`src/rtl/spi_pkg.sv`:
```
// Shared SPI definitions for the display-controller bus initiator and target.
// Mode 0 only: sclk idles low, data launched on falling edge, sampled on rising.
package spi_pkg;
    localparam int   SPI_BITS = 8;
    localparam logic SPI_CPOL = 1'b0;
    localparam logic SPI_CPHA = 1'b0;

    typedef enum logic [2:0] {
        IDLE,
        LOW,
        HIGH,
        WAIT,
        TRAIL,
        GAP
    } spi_state_e;
endpackage

```
`src/rtl/spi_half_period_ctr.sv`:
```
// Half-period timer: counts 0..CLK_DIV-1 while enabled and pulses tc on the
// last count, then restarts; held at zero while disabled.
module spi_half_period_ctr #(
    parameter int CLK_DIV = 1
) (
    input  logic clk,
    input  logic rst,
    input  logic en,
    output logic tc
);
    localparam int CW = $clog2(CLK_DIV + 1);

    logic [CW-1:0] cnt;

    assign tc = en && (cnt == CW'(CLK_DIV - 1));

    always_ff @(posedge clk or negedge rst) begin
        if (!rst)
            cnt <= '0;
        else if (!en || tc)
            cnt <= '0;
        else
            cnt <= cnt + CW'(1);
    end
endmodule

```
`src/rtl/spi_master.sv`:
```
// SPI mode-0 MSB-first bus initiator: byte stream in on valid/ready, received
// bytes out as a one-cycle strobe, tx_last releases ss after a trailing phase.
module spi_master
    import spi_pkg::*;
#(
    parameter int CLK_DIV = 1
) (
    input  logic                clk,
    input  logic                rst,
    output logic                sclk,
    output logic                ss,
    output logic                mosi,
    input  logic                miso,
    input  logic [SPI_BITS-1:0] tx_data,
    input  logic                tx_valid,
    output logic                tx_ready,
    input  logic                tx_last,
    output logic [SPI_BITS-1:0] rx_data,
    output logic                rx_valid,
    output logic                busy
);
    localparam int BW = $clog2(SPI_BITS);

    spi_state_e          state, next;
    logic [SPI_BITS-1:0] tx_sh, rx_sh;
    logic [BW-1:0]       bit_cnt;
    logic                last_q;
    logic                ctr_en, tc, accept, byte_end;

    spi_half_period_ctr #(.CLK_DIV(CLK_DIV)) u_ctr (
        .clk (clk),
        .rst (rst),
        .en  (ctr_en),
        .tc  (tc)
    );

    assign accept   = tx_valid && tx_ready;
    assign byte_end = (bit_cnt == BW'(SPI_BITS - 1));

    always_ff @(posedge clk or negedge rst) begin
        if (!rst)
            state <= IDLE;
        else
            state <= next;
    end

    always_comb begin
        next     = state;
        tx_ready = 1'b0;
        ctr_en   = 1'b0;
        busy     = (state != IDLE);
        case (state)
            IDLE, WAIT: begin
                tx_ready = 1'b1;
                if (tx_valid)
                    next = LOW;
            end
            LOW: begin
                ctr_en = 1'b1;
                if (tc)
                    next = HIGH;
            end
            HIGH: begin
                ctr_en = 1'b1;
                if (tc)
                    next = !byte_end ? LOW : (last_q ? TRAIL : WAIT);
            end
            TRAIL: begin
                ctr_en = 1'b1;
                if (tc)
                    next = GAP;
            end
            GAP: begin
                ctr_en = 1'b1;
                if (tc)
                    next = IDLE;
            end
            default: next = IDLE;
        endcase
    end

    always_ff @(posedge clk or negedge rst) begin
        if (!rst) begin
            sclk     <= SPI_CPOL;
            ss       <= 1'b1;
            mosi     <= 1'b0;
            tx_sh    <= '0;
            rx_sh    <= '0;
            rx_data  <= '0;
            rx_valid <= 1'b0;
            bit_cnt  <= '0;
            last_q   <= 1'b0;
        end else begin
            rx_valid <= 1'b0;
            if (accept) begin
                tx_sh  <= tx_data;
                last_q <= tx_last;
                ss     <= 1'b0;
                mosi   <= tx_data[SPI_BITS-1];
            end
            // Sample on the rising edge, launch the next bit on the falling edge.
            if (state == LOW && tc) begin
                sclk  <= ~SPI_CPOL;
                rx_sh <= {rx_sh[SPI_BITS-2:0], miso};
            end
            if (state == HIGH && tc) begin
                sclk    <= SPI_CPOL;
                bit_cnt <= bit_cnt + BW'(1);
                if (byte_end) begin
                    rx_valid <= 1'b1;
                    rx_data  <= rx_sh;
                end else begin
                    tx_sh <= {tx_sh[SPI_BITS-2:0], 1'b0};
                    mosi  <= tx_sh[SPI_BITS-2];
                end
            end
            if (state == TRAIL && tc)
                ss <= 1'b1;
            if (state == GAP && tc)
                mosi <= 1'b0;
        end
    end
endmodule

```
`config.mk`:
```
export PLATFORM = sky130hd
export DESIGN_NAME = spi_master
export DESIGN_NICKNAME = d
export VERILOG_FILES = /design/src/rtl/spi_pkg.sv /design/src/rtl/spi_half_period_ctr.sv /design/src/rtl/spi_master.sv
export SDC_FILE = /design/constraint.sdc
export NUM_CORES = 1
export LEC_CHECK = 0
export ABC_AREA = 1
export ABC_CLOCK_PERIOD_IN_PS = 1900
export CORE_MARGIN = 2
export CORE_UTILIZATION = 40
export CTS_CLUSTER_SIZE = 25
export DETAILED_ROUTE_END_ITERATION = 7
export DONT_BUFFER_PORTS = 1
export GPL_ROUTABILITY_DRIVEN = 1
export PLACE_DENSITY_LB_ADDON = 0.05
export RECOVER_POWER = 25
export SYNTH_ARGS = -nofsm -noshare
export SYNTH_HDL_FRONTEND = slang
export SYNTH_SLANG_ARGS = --single-unit
```
`constraint.sdc`:
```
create_clock -name clk -period 1.9 [get_ports clk]
set_input_delay 0.19 -clock clk [delete_from_list [all_inputs] [get_ports clk]]
set_output_delay 0.19 -clock clk [all_outputs]
set_load 0.05 [all_outputs]
```
==> impl_metrics.yaml, run 1 <==
floorplan:
  die_w_um: 67.4
  initial_utilization: 0.407
  rows: 23
  dieHeight_um: 67.4
  io_pins: 27
  fp.coreArea_sq_mm: 0.00394
  fp.dieArea_sq_mm: 0.00454
logic_synthesis:
  synth_edf_count: 0
  postSynth.asyncResetShare: 1.00
  ys_ff_latch: 35
  yosysTopAreaCell: "dfrtp_1"
  syn-instance-count: 184
  ys_warn_count: 0
  avgSynthCellArea_sq_um: 8.72
  netlist.area_leader.share: 0.530
  synthTopCellsByArea: "dfrtp_1 53%, nand2_1 13%, o21ai_0 5.6%, inv_1 5.4%, nand3_1 3.7%"
  syn_area_sq_mm: 0.00161
  syn_nets: 199
  synth_cell_types: 24
  yosysSeqAreaShare: 0.546
  ys.flop_type: "dfrtp_1"
clock_network:
  cts_root_buf: "clkbuf_8"
  tritoncts: "done"
  postCtsSetupBuffers: 0
  path_clk_slew_ns: 0.07
  numCtsBuffers: 5
  cts_sinks: 35
  clk_latency_ns: 0.28
  clockBufferDepth: 2
  htree_levels: 2
detailed_routing:
  drcViolationCount: 0
  routed_wl_um: 3030
  postRouteAntennaNets: 0
  post_drt_wl_per_cell_um: 12.5
  viasPerCell: 4.91
  dr.pass1.iters: 4
  dr_total_vias: 1192
  drt_iter0_drc: 97
min_path:
  hold_class: "input pin to register"
place:
  place_congestion: 0.888
  place_ws_ns: 0.428
  portBuffers: 0
  dpl.hpwl_um: 2130
timing:
  max_slew_margin: 0.419
  final.setup.tns_ns: 0
  period_share: 0.832
  slew_viol_final: 0
  fmax_mhz: 632
  setup_ws_ns: 0.319
  skew_ns: 0.00547
  rsz0062_at_grt: "false"
  whs_ns: 0.0324
  setup_viol: 0
  tightestPinTransition_ns: 0.872
  period_needed_ns: 1.58
  hold_viol_final: 0
grt:
  grt_first_pass_wirelength_um: 5160
  antenna_found_initial: 0
  grt_max_degree: 36
  grt_pass1_vias: 1173
  groute.usage.overall: 0.154
  grt_overflow_total: 0
setup_path:
  reg2reg_to: "tx_sh[2]"
  cp-start-kind: "register"
  crit_start: "state[2]"
  worstPathMaxFanout: 10
  path_cells: "inv_2 > nand3_1 > nand2_4 > buf_4"
  reg2reg_slack_ns: 0.44
  arrival_ns: 1.39
  worstPathRequired_ns: 1.71
  path_delay_family: "flip-flops"
  critPathSlowestCell: "dfrtp_1"
  cp.depth: 4
  r2r_cells: 7
  r2r-start: "bit_cnt[0]"
  critPathKind: "register to output port"
  endpoint: "tx_ready"
  critPathMaxStageDelay_ns: 0.45
  cp-end-kind: "output port"
  crit_buf_inv: 2
finish:
  mostFrequentLayoutCell: "nand2_1"
  mostFrequentLayoutCells: "54 x nand2_1, 34 x dfrtp_1, 23 x inv_1, 18 x o21ai_0, 12 x nand3_1"
  area.growth.synth_to_final_pct: 11.5
  multiInputGateArea_sq_um: 602
  fillers: 405
  regArea_sq_um: 877
  antenna_cells: 0
  drive_gt1_frac: 0.124
  layout.nets: 207
pwr:
  vdd_ir_drop_max_mv: 0.533
  p_per_area_mw_per_mm2: 1590
  p_leak_nw: 0.913
  finalPower_mw: 2.84
outcome:
  outcome: "finished, final reports clean"
run:
  cap_violations: 0
-- layout make-up --
class | count | share of cell area
clock buffer | 6 | 0.0461
tap | 50 | 0.0349
inverter | 25 | 0.0524
timing repair buffer | 5 | 0.0210
multi-input combinational | 120 | 0.336
clock inverter | 2 | 0.0196
sequential | 35 | 0.490
-- per-stage QoR --
stage	util	cell area [sq um]	instances
2_1_floorplan	-	1610	184
3_3_place_gp	0.421	1660	233
3_5_place_dp	0.421	1660	233
4_1_cts	0.458	1810	243
5_1_grt	0.454	1790	243
6_report	0.454	1790	243
-- cells by family after synthesis --
group                    synth area share
other                             0.00234
flip-flops                          0.546
XOR/XNOR                          0.00546
adder cells (fa/ha/maj)            0.0156
AND/OR/NAND/NOR                     0.268
buffers and inverters              0.0787
AO/OA/AOI/OAI                      0.0834
-- worst register-to-register path, cell delays in order, from the launching register on --
cell and delay, ns:
dfrtp_1 0.40, ha_1 0.20, ha_1 0.24, inv_1 0.09, nand3_2 0.19, inv_2 0.16
nand2_1 0.06, nand2_1 0.07
-- power breakdown --
group	internal (mW)	leakage (nW)	switching [mW]
sequential	0.995	0.440	0.273
combinational	0.296	0.412	0.585
clock	0.424	0.0612	0.268
total	1.72	0.913	1.13
-- per-layer routing --
layer	global-route usage	part of all wire	up-vias
met3	0.0433	0.065	8
met1	0.191	0.44	561
li1	-	-	598
met2	0.245	0.47	25
met4	0.0765	0.020	0
met5	0	0	-
-- flip-flops by register name (all words and copies together) (netlist names) --
signal	count
u_ctr.cnt	1
rx_sh	8
rx_valid	1
tx_sh	7
bit_cnt	3
mosi	1
rx_data	8
ss	1
state	3
last_q	1
sclk	1
-- repair_timing --
action | 4_1_cts | 5_1_grt
hold buffers | 2 | 0
endpoints found under the hold margin | 35 | 0
endpoints found under the setup margin | 0 | 0
resized for setup | 0 | 0
-- cells in the mapped netlist, types with 2 or more instances --
cell type / number
nand2_4: 2
buf_6: 2
ha_1: 2
o21ai_1: 4
inv_1: 23
buf_2: 2
nor2_1: 8
nand3b_1: 6
o21ai_0: 18
a21oi_1: 3
nand2_2: 2
dfrtp_1: 34
nand4_1: 2
nand3_1: 12
inv_2: 2
nand2_1: 54
-- worst min-delay path by stage --
stage | startpoint | to | slack [ns] | depth (start not counted)
final | tx_last | last_q | 0.03 | 2
after global routing | tx_last | last_q | 0.06 | 2
after CTS | tx_last | last_q | 0.03 | 2
after detailed placement | rst | state[0] | -0.10 | 0
after global placement | rst | state[0] | -0.10 | 0
after floorplan | rst | bit_cnt[0] | -0.11 | 0
Note: power is estimated with default switching activity, not from simulation.
==> inputs of run 2 (changes only) <==
ABC_CLOCK_PERIOD_IN_PS = 1450   (was 1900)
clock period = 1.45 ns   (was 1.9 ns; I/O delays follow)
==> impl_metrics.yaml, run 2 (synthesized netlist as in run 1, its figures left out) <==
detailed_routing:
  drcViolationCount: 0
  post_drt_wl_per_cell_um: 12.1
  dr_total_vias: 1192
  routed_wl_um: 3050
  postRouteAntennaNets: 0
  drt_iter0_drc: 41
  dr.pass1.iters: 4
  viasPerCell: 4.71
pwr:
  vdd_ir_drop_max_mv: 0.876
  p_leak_nw: 0.925
  p_per_area_mw_per_mm2: 1970
  finalPower_mw: 3.74
setup_path:
  critPathMaxStageDelay_ns: 0.48
  worstPathRequired_ns: 1.31
  critPathSlowestCell: "dfrtp_2"
  arrival_ns: 1.24
  path_delay_family: "flip-flops"
  worstPathMaxFanout: 6
  cp.depth: 4
  path_cells: "nor2_4 > nand2_4 > nand2_8 > buf_4"
  cp-start-kind: "register"
  critPathKind: "register to output port"
  cp-end-kind: "output port"
  crit_buf_inv: 1
  r2r_cells: 8
place:
  portBuffers: 0
  dpl.cell_count: 241
  place_congestion: 0.933
  dpl.hpwl_um: 2090
timing:
  hold_viol_final: 0
  rsz0062_at_grt: "false"
  slew_viol_final: 0
  period_needed_ns: 1.39
  setup_viol: 0
  skew_ns: 0.00610
  max_slew_margin: 0.436
  fmax_mhz: 721
  tightestPinTransition_ns: 0.846
  period_share: 0.956
floorplan:
  io_pins: 27
  dieHeight_um: 67.4
  die_w_um: 67.4
  fp.coreArea_sq_mm: 0.00394
  rows: 23
  fp.dieArea_sq_mm: 0.00454
  initial_utilization: 0.407
finish:
  fillers: 391
  layout.nets: 217
  antenna_cells: 0
  drive_gt1_frac: 0.192
  mostFrequentLayoutCell: "nand2_1"
  reg_top3: "rx_data: 8 flops, rx_sh: 8 flops, tx_sh: 7 flops"
  area.growth.synth_to_final_pct: 18.2
  mostFrequentLayoutCells: "54 x nand2_1, 32 x dfrtp_1, 22 x inv_1, 18 x o21ai_0"
  final_cells: 253
clock_network:
  path_clk_slew_ns: 0.07
  clk_latency_ns: 0.29
  tritoncts: "done"
  htree_levels: 2
  postCtsSetupBuffers: 0
  cts_sinks: 35
  clockBufferDepth: 2
  numCtsBuffers: 5
  cts_root_buf: "clkbuf_8"
outcome:
  outcome: "finished, final reports clean"
grt:
  grt_first_pass_wirelength_um: 4990
  grt_pass1_vias: 1128
  antenna_found_initial: 0
  groute.usage.overall: 0.153
  grt_max_degree: 36
  grt_overflow_total: 0
run:
  cap_violations: 0
min_path:
  hold_class: "input pin to register"
  hold_path_depth: 2
## run 2: cell count changes in the layout (fill, tap and decap cells not counted), moves of 2 or more
cell        previous run  this run
nand2_8                0         2
clkinvlp_4             0         2
buf_4                  3        11
nor2_4                 1         3
dfrtp_1               34        32
dfrtp_2                0         2
## run 2: area by class of cell
type / count / area, sq um / area share
timing repair buffer: 14 / 108 / 0.0567
sequential: 35 / 880 / 0.464
multi-input combinational: 121 / 662 / 0.349
tap: 50 / 62.6 / 0.0330
inverter: 25 / 96.3 / 0.0508
clock inverter: 3 / 20.0 / 0.0106
clock buffer: 5 / 68.8 / 0.0363
## run 2: repair_timing
| action | CTS | global route |
|---|---|---|
| endpoints found under the setup margin | 9 | 16 |
| hold buffers | 3 | 0 |
| gates cloned | 0 | 1 |
| resized for setup | 2 | 8 |
| endpoints found under the hold margin | 36 | 0 |
## run 2: path summary, 6_finish.rpt
check / from / to / slack (ns)
max: state[1] / tx_ready / 0.06
min: miso / rx_sh[0] / 0.02
max reg2reg: state[0] / state[1] / 0.09
min reg2reg: rx_sh[7] / rx_data[7] / 0.48
max in group asynchronous: rst / state[0] / 0.38
min in group asynchronous: rst / bit_cnt[0] / 0.49
## run 2: routing by layer
layer | track usage | part of all wire
met5 | 0 | 0
met4 | 0.0995 | 0.025
met3 | 0.0400 | 0.051
met2 | 0.239 | 0.48
met1 | 0.188 | 0.44
## run 2: where the power goes
part	total, mW	switching, mW	leakage (nW)	internal, mW
logic	1.47	0.942	0.447	0.527
clock network	0.693	0.360	0.0402	0.334
registers	1.58	0.265	0.437	1.31
## run 2: metrics by stage
step	hold WS, ns	utilization	instance area, sq um	setup TNS [ns]	setup slack, ns
after floorplan	-0.151	-	1620	0	0.0322
after global placement	-0.150	0.440	1730	0	0.0474
after detailed placement	-0.150	0.440	1730	-0.00326	-0.00326
after CTS	0.0133	0.475	1870	0	0.00608
after global routing	0.0554	0.481	1900	0	0.00245
final	0.0227	0.481	1900	0	0.0639
## run 2: worst reg2reg max path, stage by stage, from the launching register on
cell and delay [ns]:
dfrtp_2 0.46, inv_1 0.14, nand2_1 0.12, nor2_4 0.16, buf_4 0.14, nand3_1 0.06, o21ai_0 0.10, nand2_1 0.07
nand2_1 0.06
==> inputs of run 3 (changes only) <==
HOLD_SLACK_MARGIN = 0.1   (was default)
==> impl_metrics.yaml, run 3 (synthesized netlist as in run 1, its figures left out) <==
pwr:
  finalPower_mw: 3.76
  p_per_area_mw_per_mm2: 1910
  vdd_ir_drop_max_mv: 0.876
  p_leak_nw: 0.954
finish:
  area.growth.synth_to_final_pct: 22.5
  drive_gt1_frac: 0.186
  reg_top3: "rx_data: 8 flops, rx_sh: 8 flops, tx_sh: 7 flops"
  antenna_cells: 0
  mostFrequentLayoutCells: "54 x nand2_1, 32 x dfrtp_1, 22 x inv_1, 18 x o21ai_0"
  mostFrequentLayoutCell: "nand2_1"
  layout.nets: 224
  final_cells: 260
floorplan:
  fp.dieArea_sq_mm: 0.00454
  initial_utilization: 0.407
  fp.coreArea_sq_mm: 0.00394
  rows: 23
  die_w_um: 67.4
  io_pins: 27
  dieHeight_um: 67.4
detailed_routing:
  dr_total_vias: 1224
  drcViolationCount: 0
  viasPerCell: 4.71
  drt_iter0_drc: 48
  post_drt_wl_per_cell_um: 11.9
  routed_wl_um: 3110
  dr.pass1.iters: 4
  postRouteAntennaNets: 0
timing:
  skew_ns: 0.00660
  rsz0062_at_grt: "false"
  slew_viol_final: 0
  fmax_mhz: 721
  setup_viol: 0
  whs_ns: 0.106
  tightestPinTransition_ns: 0.844
  max_slew_margin: 0.437
  hold_viol_final: 0
  setup_ws_ns: 0.0636
  period_share: 0.956
  final.setup.tns_ns: 0
  period_needed_ns: 1.39
min_path:
  min-delay-start: "tx_data[2]"
  hold_class: "input pin to register"
  holdPathEnd: "tx_sh[2]"
  hold_path_depth: 3
setup_path:
  cp-start-kind: "register"
  critPathMaxStageDelay_ns: 0.48
  r2r-start: "state[0]"
  r2r_cells: 8
  reg2reg_slack_ns: 0.09
  critPathKind: "register to output port"
  worstPathMaxFanout: 6
  path_cells: "nor2_4 > nand2_4 > nand2_8 > buf_4"
  cp-end-kind: "output port"
  reg2reg_to: "state[1]"
  worstPathRequired_ns: 1.31
  arrival_ns: 1.24
  critPathSlowestCell: "dfrtp_2"
place:
  dpl.hpwl_um: 2090
  place_congestion: 0.933
  portBuffers: 0
  place_ws_ns: -0.00326
  dpl.cell_count: 241
clock_network:
  htree_levels: 2
  cts_sinks: 35
  numCtsBuffers: 5
  tritoncts: "done"
  clk_latency_ns: 0.29
  clockBufferDepth: 2
  path_clk_slew_ns: 0.07
  cts_root_buf: "clkbuf_8"
grt:
  grt_max_degree: 36
  grt_overflow_total: 0
  grt_first_pass_wirelength_um: 5070
  grt_pass1_vias: 1160
  groute.usage.overall: 0.155
  antenna_found_initial: 0
run:
  cap_violations: 0
outcome:
  outcome: "finished, final reports clean"
==> run 3: cell types whose count changed in the layout (fill, tap and decap cells not counted), sizes merged <==
cell / before / now
dlygate4sd3: 2 / 9
==> run 3: cell type report <==
type,instances,area (sq um)
Clock inverter,3,20.0
Sequential cell,35,880
Clock buffer,5,68.8
Fill cell,384,1980
Timing Repair Buffer,21,178
Inverter,25,96.3
Multi-Input combinational cell,121,662
Tap cell,50,62.6
==> run 3: critical path, delay by kind of cell (launching register included) <==
kind / cells / cell delay [ns]
simple gates: 3 / 0.27
buf+inv: 1 / 0.19
flops: 1 / 0.48
==> run 3: worst max path at each step <==
stage | start | endpoint | slack [ns] | cells after the start
after floorplan | state[2] | state[2] | 0.03 | 7
after global placement | state[1] | state[0] | 0.05 | 5
after detailed placement | bit_cnt[0] | tx_sh[5] | -0.003 | 7
after CTS | state[0] | tx_ready | 0.006 | 4
after global routing | state[0] | state[0] | 0.002 | 8
final | state[1] | tx_ready | 0.06 | 4
==> run 3: stage by stage <==
stage                     cell area (sq um)   util
after floorplan                        1620      -
after global placement                 1730  0.440
after detailed placement               1730  0.440
after CTS                              1940  0.493
after global routing                   1970  0.499
final                                  1970  0.499
==> run 3: where the power goes <==
part / internal [mW] / switching (mW) / total [mW]
sequential: 1.31 / 0.265 / 1.58
combinational: 0.539 / 0.950 / 1.49
clock: 0.334 / 0.365 / 0.699
total: 2.18 / 1.58 / 3.76
==> run 3: routing by layer <==
| layer | routed length, um | up-vias | GRT usage |
|---|---|---|---|
| li1 | - | 632 | - |
| met1 | 1390 | 565 | 0.189 |
| met2 | 1510 | 20 | 0.248 |
| met3 | 121 | 7 | 0.0367 |
| met4 | 76 | 0 | 0.0995 |
| met5 | 0 | - | 0 |
==> run 3: timing repair <==
item	in CTS	in global routing
hold endpoints to repair	45	0
hold buffers	10	0
resized for setup	2	8
endpoints found under the setup margin	9	16
gates cloned	0	1
buffers inserted	0	0
